$ cat src/rtl/mux4_rr_arbiter_pkg.sv
// rtl/mux4_rr_arbiter_pkg.sv - shared constants and helpers for the 4-way round-robin mux arbiter
package mux4_rr_arbiter_pkg;

    localparam int NREQ  = 4;
    localparam int SEL_W = 2;

    localparam logic [0:0] ST_IDLE  = 1'b0;
    localparam logic [0:0] ST_GRANT = 1'b1;

    // One-hot grant vector for a requester index
    function automatic logic [NREQ-1:0] onehot4(input logic [SEL_W-1:0] idx);
        onehot4 = 4'b0001 << idx;
    endfunction

endpackage

$ cat src/rtl/mux4to1_str.sv
// rtl/mux4to1_str.sv - gate-level 4:1 single-bit multiplexer
module mux4to1_str (
    input  logic [3:0] i,
    input  logic [1:0] s,
    output logic       y
);

    logic [1:0] s_n;
    logic [3:0] t;

    assign s_n  = ~s;
    assign t[0] = i[0] & s_n[1] & s_n[0];
    assign t[1] = i[1] & s_n[1] & s[0];
    assign t[2] = i[2] & s[1]   & s_n[0];
    assign t[3] = i[3] & s[1]   & s[0];
    assign y    = |t;

endmodule

$ cat src/rtl/rr_pick4.sv
// rtl/rr_pick4.sv - combinational round-robin pick: first set request at or after ptr
module rr_pick4
    import mux4_rr_arbiter_pkg::*;
(
    input  logic [NREQ-1:0]  req,
    input  logic [SEL_W-1:0] ptr,
    output logic             found,
    output logic [SEL_W-1:0] idx
);

    logic [2*NREQ-1:0] dbl;
    logic [NREQ-1:0]   rot;
    logic [SEL_W-1:0]  off;

    // Doubling the vector lets a plain right shift act as a rotate by ptr
    assign dbl = {req, req} >> ptr;
    assign rot = dbl[NREQ-1:0];

    // Priority-encode the rotated vector, then add ptr back to un-rotate
    always_comb begin
        off = 2'd0;
        if (rot[0])      off = 2'd0;
        else if (rot[1]) off = 2'd1;
        else if (rot[2]) off = 2'd2;
        else if (rot[3]) off = 2'd3;
    end

    assign found = |rot;
    assign idx   = ptr + off;

endmodule

$ cat src/rtl/mux4_rr_arbiter.sv
// rtl/mux4_rr_arbiter.sv - round-robin arbiter sharing one 4:1 bit mux, burst-limited grants
module mux4_rr_arbiter
    import mux4_rr_arbiter_pkg::*;
#(
    parameter int MAX_BURST = 8,
    parameter int CNT_W     = 4
) (
    input  logic             clk,
    input  logic             rst_n,
    input  logic [NREQ-1:0]  req,
    input  logic [NREQ-1:0]  din,
    output logic [NREQ-1:0]  gnt,
    output logic [SEL_W-1:0] sel,
    output logic             busy,
    output logic             dout,
    output logic             dout_vld
);

    logic [0:0]       state_q,    state_d;
    logic [NREQ-1:0]  gnt_q,      gnt_d;
    logic [SEL_W-1:0] sel_q,      sel_d;
    logic             busy_q,     busy_d;
    logic             dout_q,     dout_d;
    logic             dout_vld_q, dout_vld_d;
    logic [SEL_W-1:0] ptr_q,      ptr_d;
    logic [CNT_W-1:0] cnt_q,      cnt_d;

    logic             pick_found;
    logic [SEL_W-1:0] pick_idx;
    logic             mux_y;
    logic             last_beat;

    rr_pick4 u_pick (
        .req   (req),
        .ptr   (ptr_q),
        .found (pick_found),
        .idx   (pick_idx)
    );

    mux4to1_str u_mux (
        .i (din),
        .s (sel_q),
        .y (mux_y)
    );

    assign last_beat = (cnt_q == CNT_W'(MAX_BURST - 1));

    // Next-state: arbitrate in IDLE, stream the granted bit and decide release in GRANT
    always_comb begin
        state_d    = state_q;
        gnt_d      = gnt_q;
        sel_d      = sel_q;
        busy_d     = busy_q;
        dout_d     = dout_q;
        dout_vld_d = 1'b0;
        ptr_d      = ptr_q;
        cnt_d      = cnt_q;
        case (state_q)
            ST_IDLE: begin
                if (pick_found) begin
                    gnt_d   = onehot4(pick_idx);
                    sel_d   = pick_idx;
                    cnt_d   = '0;
                    busy_d  = 1'b1;
                    state_d = ST_GRANT;
                end
            end
            ST_GRANT: begin
                dout_d     = mux_y;
                dout_vld_d = req[sel_q];
                // A req drop and the burst limit in the same cycle collapse into one release
                if (!req[sel_q] || last_beat) begin
                    gnt_d   = '0;
                    busy_d  = 1'b0;
                    ptr_d   = sel_q + 2'd1;
                    state_d = ST_IDLE;
                end else begin
                    cnt_d = cnt_q + CNT_W'(1);
                end
            end
            default: begin
                gnt_d   = '0;
                busy_d  = 1'b0;
                state_d = ST_IDLE;
            end
        endcase
    end

    // State and output registers; reset aborts any burst immediately
    always_ff @(posedge clk or negedge rst_n) begin
        if (!rst_n) begin
            state_q    <= ST_IDLE;
            gnt_q      <= '0;
            sel_q      <= '0;
            busy_q     <= 1'b0;
            dout_q     <= 1'b0;
            dout_vld_q <= 1'b0;
            ptr_q      <= '0;
            cnt_q      <= '0;
        end else begin
            state_q    <= state_d;
            gnt_q      <= gnt_d;
            sel_q      <= sel_d;
            busy_q     <= busy_d;
            dout_q     <= dout_d;
            dout_vld_q <= dout_vld_d;
            ptr_q      <= ptr_d;
            cnt_q      <= cnt_d;
        end
    end

    assign gnt      = gnt_q;
    assign sel      = sel_q;
    assign busy     = busy_q;
    assign dout     = dout_q;
    assign dout_vld = dout_vld_q;

endmodule
$ cat config.mk
export PLATFORM = sky130hd
export DESIGN_NAME = mux4_rr_arbiter
export DESIGN_NICKNAME = d
export VERILOG_FILES = /design/src/rtl/mux4_rr_arbiter_pkg.sv /design/src/rtl/mux4to1_str.sv /design/src/rtl/rr_pick4.sv /design/src/rtl/mux4_rr_arbiter.sv
export SDC_FILE = /design/constraint.sdc
export NUM_CORES = 1
export LEC_CHECK = 0
export CAP_MARGIN = 5
export CORE_AREA = 2 2 47 49
export CTS_BUF_LIST = sky130_fd_sc_hd__clkbuf_4 sky130_fd_sc_hd__clkbuf_8
export DETAILED_ROUTE_END_ITERATION = 6
export DIE_AREA = 0 0 49 51
export PLACE_DENSITY = 0.77
export SLEW_MARGIN = 20
export SYNTH_ARGS = -nofsm -noshare
export SYNTH_HDL_FRONTEND = slang
export SYNTH_SLANG_ARGS = --single-unit
$ cat constraint.sdc
create_clock -name clk -period 1.97 [get_ports clk]
set_input_delay 0.2955 -clock clk [delete_from_list [all_inputs] [get_ports clk]]
set_output_delay 0.2955 -clock clk [all_outputs]
set_load 0.005 [all_outputs]
* After elaboration in Yosys (flattened, before gate mapping)
Cells that the tools add are included.
** Cells by class
- Add/subtract/negate cells :: 3
- Order comparisons :: 1
- Equality and inequality tests :: 4
- Shift operators :: 2
- Mux-type cells :: 19
- Bitwise operators :: 10
- Reduce and logical (&&, ||, !) cells :: 8
** Operators by type and width (number)
- $mux W4 :: 4
- $pmux W4 S2 :: 2
- $and A1 B1 Y1 :: 8
- $mux W2 :: 4
- $reduce_and A2 Y1 :: 4
- $reduce_or A4 Y1 :: 2
- $shr A8 B2 Y4 :: 1
- $mux W1 :: 6
- $add A4 B1 Y4 const B :: 1
- $eq A4 B3 Y1 const B :: 1
- $ne A2 B2 Y1 const B :: 2
- $pmux W1 S2 :: 2
- $shl A1 B2 Y4 const A :: 1
- $lt A2 B3 Y1 const B :: 1
- $add A2 B1 Y2 const B :: 1
- $add A2 B2 Y2 :: 1
- $bmux W1 S2 :: 1
- $ne A2 B1 Y1 const B :: 1
- $not A2 Y2 :: 1
- $logic_not A1 Y1 :: 1
- $logic_or A1 B1 Y1 :: 1
- $not A1 Y1 :: 1
** Storage, ports and cells
- Register bits after elaboration :: 16
- Input port bits :: 10
- Word-level logic and storage cells :: 55

* Logic depth before layout (Yosys ltp)
Gate-level depths: netlist of run 1.
- Depth after elaboration :: 9
- Mapped depth :: 9

* Modules after synthesis
From an unflattened synthesis of run 1, not the netlist that was laid out.
** Unflattened totals
- Cell total of the unflattened synthesis :: 101
- Area total of the unflattened synthesis :: 1023.5 sq um
** By module, submodules not included
- mux4_rr_arbiter :: times used 1, cells an instance 77, area an instance 820.8 sq um, sequential area each 400.4 sq um
- rr_pick4 :: times used 1, cells an instance 23, area an instance 180.2 sq um, sequential area each 0.0 sq um
- mux4to1_str :: times used 1, cells an instance 1, area an instance 22.5 sq um, sequential area each 0.0 sq um

* Worst setup path after synthesis of run 1
Ideal clock, no wire load.
- Path kind :: register to register
- From :: register ptr_q[0]
- To :: register gnt_q[1] (netlist: gnt[1])
- Library setup time :: 120 ps
- Arrival :: 1846 ps
- Path slack :: 5 ps
- Stages on the path, launching flop included :: 10
- Buffers on the path :: 1
- Clock period less this slack :: 1965 ps
- Cells stage by stage :: dfrtp_1 buf_4 and2b_1 a221o_1 nand2_1 o221ai_1 ha_1 xor2_1 xnor2_2 a31o_1
** On the way
- Longest elaborated chain between the ends :: 9
- Elaborated cells on any way between the ends :: 12
- Those cells by class :: add/sub (1); eq/ne (1); shift (2); mux (6); reduce/logical (2)
** Ends and longest elaborated chain
- start, declared :: RTL line mux4_rr_arbiter.sv:25 : logic [SEL_W-1:0] ptr_q, ptr_d;
- start signal, assigned :: RTL line mux4_rr_arbiter.sv:107 : ptr_q <= ptr_d;
- $shr A8 B2 Y4 :: RTL line rr_pick4.sv:16 : assign dbl = {req, req} >> ptr;
- $mux W2 :: RTL line rr_pick4.sv:25 : else if (rot[3]) off = 2'd3;
- $mux W2 :: RTL line rr_pick4.sv:24 : else if (rot[2]) off = 2'd2;
- $mux W2 :: RTL line rr_pick4.sv:23 : else if (rot[1]) off = 2'd1;
- $mux W2 :: RTL line rr_pick4.sv:22 : if (rot[0]) off = 2'd0;
- $add A2 B2 Y2 :: RTL line rr_pick4.sv:29 : assign idx = ptr + off;
- $shl A1 B2 Y4 :: RTL line mux4_rr_arbiter_pkg.sv:12 : onehot4 = 4'b0001 << idx;
- $mux W4 :: RTL line mux4_rr_arbiter.sv:60 : if (pick_found) begin
- $pmux W4 S2 :: RTL line mux4_rr_arbiter.sv:58 : case (state_q)
- end signal, assigned :: RTL line mux4_rr_arbiter.sv:102 : gnt_q <= gnt_d;
- end, declared :: RTL line mux4_rr_arbiter.sv:20 : logic [NREQ-1:0] gnt_q, gnt_d;
Several ways; a longest one is shown, not always the timed one. The select of a mux whose other input is x is not followed.
A chain may end at the register's enable or synchronous reset.

* Worst setup path after layout of run 1
- From :: register ptr_q[0]
- To :: register gnt_q[3] (netlist: gnt[3])
The elaborated chain is that of the path after synthesis.

==> flow_metrics.env, run 1 <==
export IMPL_cp_arrival_ps=2120
export IMPL_status="finished, final reports clean"
export IMPL_crit_required_ps=2140
export IMPL_wl_um=2070
export IMPL_netlist_area_um2=902
export IMPL_maxSlewHeadroom_pct=75.9
export IMPL_ys_ff_latch=16
export IMPL_syn_instance_count=88
export IMPL_end_kind="flip-flop"
export IMPL_portBuffers=18
export IMPL_antenna_found_initial=0
export IMPL_hold_slack_ps=305
export IMPL_met1_usage_pct=20.9
export IMPL_setup_viol=0
export IMPL_ios=19
export IMPL_ys_types=39
export IMPL_grt_pass1_wl_um=3350
export IMPL_grtUsageTotal_pct=18.0
export IMPL_busiest_layer="met2"
export IMPL_clock_fmax_mhz=513
export IMPL_detail_route_antenna_nets=0
export IMPL_drive_gt1_share_pct=28.2
export IMPL_cts_root_buf="clkbuf_4"
export IMPL_clock_sinks=16
export IMPL_grt_max_degree=17
export IMPL_fin_tns_setup_ps=0
export IMPL_final_cells=152
export IMPL_wl_per_cell_um=13.6
export IMPL_postCtsHoldBufs=0
export IMPL_synth_warnings=0
export IMPL_viasPerCell=5.31
export IMPL_yosysSeqAreaShare_pct=44.4
export IMPL_synth_top_area_cell="dfrtp_1"
export IMPL_clk_latency_ps=290
export IMPL_placed_area_mm2=0.00120
export IMPL_yosysMostFrequentCell="dfrtp_1"
export IMPL_period_needed_ps=1950
export IMPL_r2r_start="ptr_q[0]$_DFFE_PN0P_"
export IMPL_core_area_mm2=0.00206
export IMPL_synthTopCellsByArea="dfrtp_1 (44%), nand2_1 (5.8%), nand3_1 (3.3%), mux4_1 (2.9%), ha_1 (2.8%)"
export IMPL_irDropWorstVdd_mv=0.859
export IMPL_power_density_mw_per_mm2=1440
export IMPL_synth_common_cells="dfrtp_1 (16), nand2_1 (14), nand3_1 (6)"
export IMPL_drv_cap=0
export IMPL_synth_async_reset_ratio_pct=100
export IMPL_synth_top_area_share_pct=44.4
export IMPL_dr_total_vias=807
export IMPL_drc=0
export IMPL_synth_fp_nets=100
export IMPL_synthToLayoutAreaGrowth_pct=43.3
export IMPL_synth_area_per_cell_um2=10.3
export IMPL_rows=17
export IMPL_final_cell_area_mm2=0.00129
export IMPL_fin_nets=137
export IMPL_dieHeight_um=51
export IMPL_worstPathMaxFanout=5
export IMPL_grt_use_met2_pct=30.4
export IMPL_p_total_mw=1.86
export IMPL_worstSetupPathType="reg2reg"
export IMPL_placed_cells_incl_taps=145
export IMPL_grt_pass1_vias=762
export IMPL_rsz0062_at_grt="yes"
export IMPL_fin_skew_ps=0.732
export IMPL_place_congestion=0.837
export IMPL_die_x_um=49
export IMPL_die_area_mm2=0.00250
export IMPL_power_leakage_nw=0.596
export IMPL_start_util_pct=43.7
export IMPL_crit_path_start_kind="flip-flop"
export IMPL_ctsLongestPathBuffers=2
export IMPL_synthFlopType="dfrtp_1"
export IMPL_firstDrtPassIters=4
export IMPL_drt_iter0_drc=14
export IMPL_finalHoldViolations=0
export IMPL_cts_tree="done"
export IMPL_synth_edf_count=0
export IMPL_dp_hpwl_um=1440
export IMPL_cp_startpoint="ptr_q[0]$_DFFE_PN0P_"
export IMPL_period_share_pct=99.0
export IMPL_hold_path_class="in2async"
export IMPL_numCtsBuffers=3
export IMPL_htree_levels=1
export IMPL_antennaDiodeCount=0
export IMPL_use_met3_pct=3.22
export IMPL_overflow=0
export IMPL_maxSlewViolCount=0
export IMPL_tightest_slew_ps=361
export IMPL_cts_clk_slew_worst_paths_ps=90
==> per-layer routing <==
layer	vias up	routed length [um]
li1	390	-
met1	395	905
met2	18	1050
met3	4	71
met4	0	51
met5	-	0
==> through the flow <==
step | utilization (%) | worst slack (ps)
5_1_grt | 62.6 | -50.9
3_5_place_dp | 58.3 | -389
6_report | 62.6 | 20.2
4_1_cts | 61.1 | 13.6
3_3_place_gp | 58.3 | -344
2_1_floorplan | - | 4.58
==> power by group <==
part           total [mW]  switching, mW  leakage (nW)  internal [mW]
combinational        1.06          0.483         0.373          0.576
sequential          0.585          0.126         0.202          0.459
clock               0.219          0.106        0.0210          0.113
total                1.86          0.715         0.596           1.15
==> cell type report <==
type | instances | area (um2)
Fill cell | 182 | 771
Multi-Input combinational cell | 64 | 489
Sequential cell | 16 | 400
Timing Repair Buffer | 36 | 317
Clock buffer | 4 | 36.3
Tap cell | 28 | 35.0
Inverter | 4 | 15.0
==> worst paths after layout <==
check | cells after the start | slack, ps | endpoint
max | 8 | 20 | gnt[3]$_DFFE_PN0P_
min in group clk | 2 | 490 | busy$_DFFE_PN0P_
max in group asynchronous | 2 | 1490 | gnt[2]$_DFFE_PN0P_
min | 2 | 300 | dout$_DFFE_PN0P_
min reg2reg | 2 | 490 | busy$_DFFE_PN0P_
max reg2reg | 8 | 20 | gnt[3]$_DFFE_PN0P_
==> logic make-up after synthesis <==
group / synth area share, %
buf+inv: 4.71
xor+xnor: 3.75
mux: 9.02
compound gates: 15.5
simple gates: 19.8
flops: 44.4
fa+ha+maj: 2.77
==> cells in the final DEF, fill, tap and decap left out, drive strengths merged, types with 3 or more instances in the layout <==
cell | Yosys | routed
nand2 | 16 | 16
nor2 | 5 | 5
nand3 | 6 | 6
o21ai | 8 | 8
dfrtp | 16 | 16
inv | 3 | 3
buf | 3 | 18
clkbuf | 1 | 4
clkdlybuf4s50 | 0 | 16
==> critical path: stages, from the launching register on <==
cell,delay (ps)
dfrtp_1,420
and2b_1,190
a221o_1,290
nand2_1,80
o221ai_2,90
ha_2,200
xor2_2,150
xnor2_2,290
o21ai_1,120
==> flip-flops by register name (all words and copies together), names as in the netlist <==
signal / count
cnt_q: 4
gnt: 4
ptr_q: 2
sel: 2
busy: 1
dout: 1
dout_vld: 1
state_q: 1
==> repair_timing <==
action,4_1_cts,5_1_grt
gates resized for setup,4,4
cloned,0,0
setup buffers,1,2
endpoints found under the setup margin,5,5
pin swaps,4,4
(Power assumes the default switching activity.)
==> run 2: changes to the inputs <==
- CORE_AREA: 2 2 47 49 -> 4 4 47 49
- DIE_AREA: 0 0 49 51 -> 0 0 51 53
- PLACE_DENSITY: 0.77 -> 0.8
- RECOVER_POWER: unset -> 50
- clock period: 1.97 -> 2.1 ns (I/O delays scaled with it)
==> flow_metrics.env, run 2 (synthesis gave the netlist of run 1 again) <==
export IMPL_ios=19
export IMPL_numCtsBuffers=3
export IMPL_worstPathMaxFanout=7
export IMPL_busiest_layer="met2"
export IMPL_wl_um=2030
export IMPL_fin_nets=131
export IMPL_drc=0
export IMPL_n_fill_cell=142
export IMPL_cts_root_buf="clkbuf_4"
export IMPL_start_util_pct=48.5
export IMPL_clock_sinks=16
export IMPL_end_kind="flip-flop"
export IMPL_use_met3_pct=2.54
export IMPL_dpl_worst_slack_ps=-244
export IMPL_crit_path_start_kind="flip-flop"
export IMPL_worstSetupPathType="reg2reg"
export IMPL_postCtsHoldBufs=0
export IMPL_drive_gt1_share_pct=22.9
export IMPL_irDropWorstVdd_mv=0.745
export IMPL_grt_max_degree=17
export IMPL_die_area_mm2=0.00270
export IMPL_wl_per_cell_um=14.0
export IMPL_fin_skew_ps=3.23
export IMPL_maxSlewViolCount=0
export IMPL_tightest_slew_ps=895
export IMPL_dp_hpwl_um=1450
export IMPL_drt_iter0_drc=15
export IMPL_htree_levels=1
export IMPL_rsz0062_at_grt="yes"
export IMPL_portBuffers=18
export IMPL_power_leakage_nw=0.562
export IMPL_firstDrtPassIters=4
export IMPL_dieHeight_um=53
export IMPL_hold_path_class="reg2reg"
export IMPL_synthToLayoutAreaGrowth_pct=37.0
export IMPL_period_share_pct=95.7
export IMPL_die_x_um=51
export IMPL_ctsLongestPathBuffers=2
export IMPL_cp_arrival_ps=2180
export IMPL_antenna_found_initial=0
export IMPL_grtUsageTotal_pct=17.6
export IMPL_detail_route_antenna_nets=0
export IMPL_final_cells=145
export IMPL_finalHoldViolations=0
export IMPL_cts_clk_slew_worst_paths_ps=90
export IMPL_final_common_cell="dfrtp_1"
export IMPL_crit_required_ps=2270
export IMPL_placed_cells_incl_taps=140
export IMPL_cts_tree="done"
export IMPL_core_area_mm2=0.00186
export IMPL_period_needed_ps=2010
export IMPL_grt_use_met2_pct=29.0
export IMPL_power_density_mw_per_mm2=1340
export IMPL_maxSlewHeadroom_pct=40.3
export IMPL_setup_viol=0
export IMPL_grt_pass1_wl_um=3480
export IMPL_fin_ws_ps=90.9
export IMPL_placed_area_mm2=0.00117
export IMPL_place_congestion=0.757
export IMPL_rows=16
export IMPL_overflow=0
export IMPL_grt_pass1_vias=805
export IMPL_status="finished, final reports clean"
export IMPL_met1_usage_pct=21.6
export IMPL_final_cell_area_mm2=0.00124
export IMPL_clk_latency_ps=300
export IMPL_dr_total_vias=768
export IMPL_final_cell_mix="dfrtp_1 (15), nand2_1 (14), clkdlybuf4s50_1 (14)"
export IMPL_drv_cap=0
export IMPL_antennaDiodeCount=0
export IMPL_clock_fmax_mhz=498
export IMPL_viasPerCell=5.30
==> run 2: cell types whose count changed in the layout (fill, tap and decap cells not counted), sizes merged <==
cell | before | now
clkbuf | 4 | 5
buf | 18 | 11
clkdlybuf4s50 | 16 | 14
dlygate4sd3 | 0 | 3
dlygate4sd2 | 1 | 0
==> run 2: layout make-up <==
cell class	count	area (um2)	area share [%]
multi-input cells	64	480	38.9
repair buffers	30	269	21.8
well taps	27	33.8	2.73
inverters	4	15.0	1.21
flip-flops and latches	16	402	32.5
clock buffers	4	36.3	2.94
==> run 2: repair_timing <==
action                                 4_1_cts  5_1_grt
buffers inserted                             0        1
endpoints found under the hold margin        0        0
setup endpoints to repair                    0        5
resized for setup                            0        6
==> run 2: routing by layer <==
metal  up-vias  wire (um)
met3         5         98
li1        382          -
met2        18        976
met5         -          0
met4         0         48
met1       363        909
==> run 2: through the flow <==
stage               power (mW)  TNS, ps  util, %  hold WS [ps]
detailed placement        1.40    -1080     62.9           471
global placement          1.38    -1040     62.9           462
floorplan                 1.10        0        -          19.4
global route              1.81    -72.7     66.4           502
CTS                       1.62        0     64.9           329
finish                    1.66        0     66.4           496
==> run 2: critical path, stage by stage (launching register included) <==
cell      delay, ps
dfrtp_2         460
and2b_1         180
a221o_1         290
nand2_1          90
o221ai_2         80
ha_2            210
xor2_2          160
xnor2_2         300
o21ai_1         120
==> run 2: path summary, 6_finish.rpt <==
check | startpoint | to | slack, ps | depth (start not counted)
worst max register to register | ptr_q[0]$_DFFE_PN0P_ | sel[1]$_DFFE_PN0P_ | 90 | 8
max in group asynchronous | rst_n | ptr_q[0]$_DFFE_PN0P_ | 850 | 2
worst min register to register | cnt_q[3]$_DFFE_PN0P_ | cnt_q[3]$_DFFE_PN0P_ | 500 | 1
worst min-delay path | cnt_q[3]$_DFFE_PN0P_ | cnt_q[3]$_DFFE_PN0P_ | 500 | 1
worst max-delay path | ptr_q[0]$_DFFE_PN0P_ | sel[1]$_DFFE_PN0P_ | 90 | 8
min in group asynchronous | rst_n | dout$_DFFE_PN0P_ | 640 | 2
==> run 2: where the power goes <==
part	switching (mW)	internal, mW	total [mW]
clock network	0.101	0.106	0.207
registers	0.140	0.432	0.573
logic	0.412	0.469	0.881
total	0.654	1.01	1.66
==> run 3: changes to the inputs <==
- ABC_CLOCK_PERIOD_IN_PS: unset -> 2100
- CORE_AREA: 4 4 47 49 -> 4 4 46 48
- DIE_AREA: 0 0 51 53 -> 0 0 50 52
- DONT_BUFFER_PORTS: unset -> 1
- PLACE_DENSITY: 0.8 -> 0.7
==> flow_metrics.env, run 3 (synthesis gave the netlist of run 1 again) <==
export IMPL_status="finished, final reports clean"
export IMPL_finalHoldViolations=0
export IMPL_placed_cells_incl_taps=112
export IMPL_cts_clk_slew_worst_paths_ps=90
export IMPL_path_cells="and2b_1 > a221o_1 > nand2_1 > o221ai_1 > ha_2 > xor2_2 > xnor2_2 > o31ai_1"
export IMPL_rsz0062_at_grt="no"
export IMPL_ctsLongestPathBuffers=2
export IMPL_final_cell_area_um2=985
export IMPL_antenna_found_initial=0
export IMPL_setup_viol=0
export IMPL_htree_levels=1
export IMPL_grt_pass1_wl_um=2920
export IMPL_grtUsageTotal_pct=14.7
export IMPL_final_common_cell="dfrtp_1"
export IMPL_drv_cap=0
export IMPL_fin_util_pct=57.7
export IMPL_start_util_pct=52.8
export IMPL_dr_total_vias=670
export IMPL_cp_startpoint="ptr_q[0]$_DFFE_PN0P_"
export IMPL_regToRegSetupSlack_ps=170
export IMPL_maxSlewHeadroom_pct=52.4
export IMPL_end_kind="flip-flop"
export IMPL_drt_iter0_drc=20
export IMPL_rr_worst_depth=8
export IMPL_fin_tns_setup_ps=0
export IMPL_worstPathMaxFanout=5
export IMPL_r2r_start="ptr_q[0]$_DFFE_PN0P_"
export IMPL_clk_latency_ps=280
export IMPL_wl_per_cell_um=14.6
export IMPL_dp_hpwl_um=1310
export IMPL_p_total_mw=1.46
export IMPL_cts_tree="done"
export IMPL_clock_sinks=16
export IMPL_endpoint="gnt[2]$_DFFE_PN0P_"
export IMPL_grt_pass1_vias=623
export IMPL_power_leakage_nw=0.445
export IMPL_synthToLayoutAreaGrowth_pct=9.15
export IMPL_tightest_slew_ps=712
export IMPL_timing_rr_end="gnt[2]$_DFFE_PN0P_"
export IMPL_antennaDiodeCount=0
export IMPL_firstDrtPassIters=4
export IMPL_period_share_pct=92.1
export IMPL_die_area_mm2=0.00260
export IMPL_wl_um=1710
export IMPL_overflow=0
export IMPL_maxSlewViolCount=0
export IMPL_numCtsBuffers=3
export IMPL_dieHeight_um=52
export IMPL_crit_required_ps=2280
export IMPL_grt_max_degree=17
export IMPL_fin_ws_ps=167
export IMPL_n_fill_cell=151
export IMPL_final_cells=117
export IMPL_worstSetupPathType="reg2reg"
export IMPL_drive_gt1_share_pct=17.4
export IMPL_die_x_um=50
export IMPL_cp_slowest_cell="dfrtp_1"
export IMPL_cts_root_buf="clkbuf_4"
export IMPL_fin_skew_ps=2.32
export IMPL_fin_nets=105
export IMPL_final_cell_mix="dfrtp_1 (16), nand2_1 (14), nand3_1 (6)"
export IMPL_viasPerCell=5.73
export IMPL_placed_area_um2=928
export IMPL_detail_route_antenna_nets=0
export IMPL_rows=15
export IMPL_portBuffers=0
export IMPL_period_needed_ps=1930
export IMPL_place_congestion=0.801
export IMPL_slowest_delay_ps=410
export IMPL_core_area_mm2=0.00171
export IMPL_hold_slack_ps=388
export IMPL_power_density_mw_per_mm2=1480
export IMPL_cp_arrival_ps=2110
export IMPL_cts_setup_buffers=0
export IMPL_drc=0
export IMPL_crit_path_start_kind="flip-flop"
export IMPL_clock_fmax_mhz=517
export IMPL_ios=19
export IMPL_irDropWorstVdd_mv=0.748
export IMPL_hold_path_class="in2reg"
export IMPL_dpl_worst_slack_ps=165
## run 3: how the worst min path moves through the flow
stage | start | endpoint | cells past startpoint
2_1_floorplan | rst_n | busy$_DFFE_PN0P_ | 0
3_3_place_gp | rst_n | ptr_q[1]$_DFFE_PN0P_ | 0
3_5_place_dp | rst_n | ptr_q[1]$_DFFE_PN0P_ | 0
4_1_cts | din[3] | dout$_DFFE_PN0P_ | 2
5_1_grt | din[3] | dout$_DFFE_PN0P_ | 2
6_report | din[3] | dout$_DFFE_PN0P_ | 2
## run 3: critical path, delay by kind of cell, from the launching register on
kind | cells | cell delay, ps
compound gates | 3 | 650
flops | 1 | 410
simple gates | 2 | 240
xor+xnor | 2 | 320
fa+ha+maj | 1 | 200
## run 3: metal layers
layer / up-vias / share of wire [%] / global-route usage, % / wire (um)
met5: - / 0 / 0 / 0
li1: 326 / - / - / -
met4: 0 / 0 / 1.38 / 0
met2: 27 / 46 / 22.8 / 796
met1: 317 / 44 / 19.1 / 752
met3: 0 / 9.5 / 7.16 / 163
## run 3: cell type report
| cell class | count | area [um2] | share of cell area (%) |
|---|---|---|---|
| clock buffer | 4 | 36.3 | 3.68 |
| inverter | 4 | 15.0 | 1.52 |
| tap | 25 | 31.3 | 3.18 |
| multi-input combinational | 64 | 469 | 47.6 |
| sequential | 16 | 400 | 40.7 |
| timing repair buffer | 4 | 32.5 | 3.30 |
## run 3: repair_timing
action / CTS / global route
gates resized for setup: 0 / 2
endpoints found under the hold margin: 16 / 0
hold buffers: 1 / 0
setup endpoints to repair: 0 / 3
## run 3: power breakdown
part           switching, mW  internal, mW  total, mW
Combinational          0.389         0.329      0.718
Sequential             0.116         0.431      0.548
Clock                 0.0905         0.105      0.196
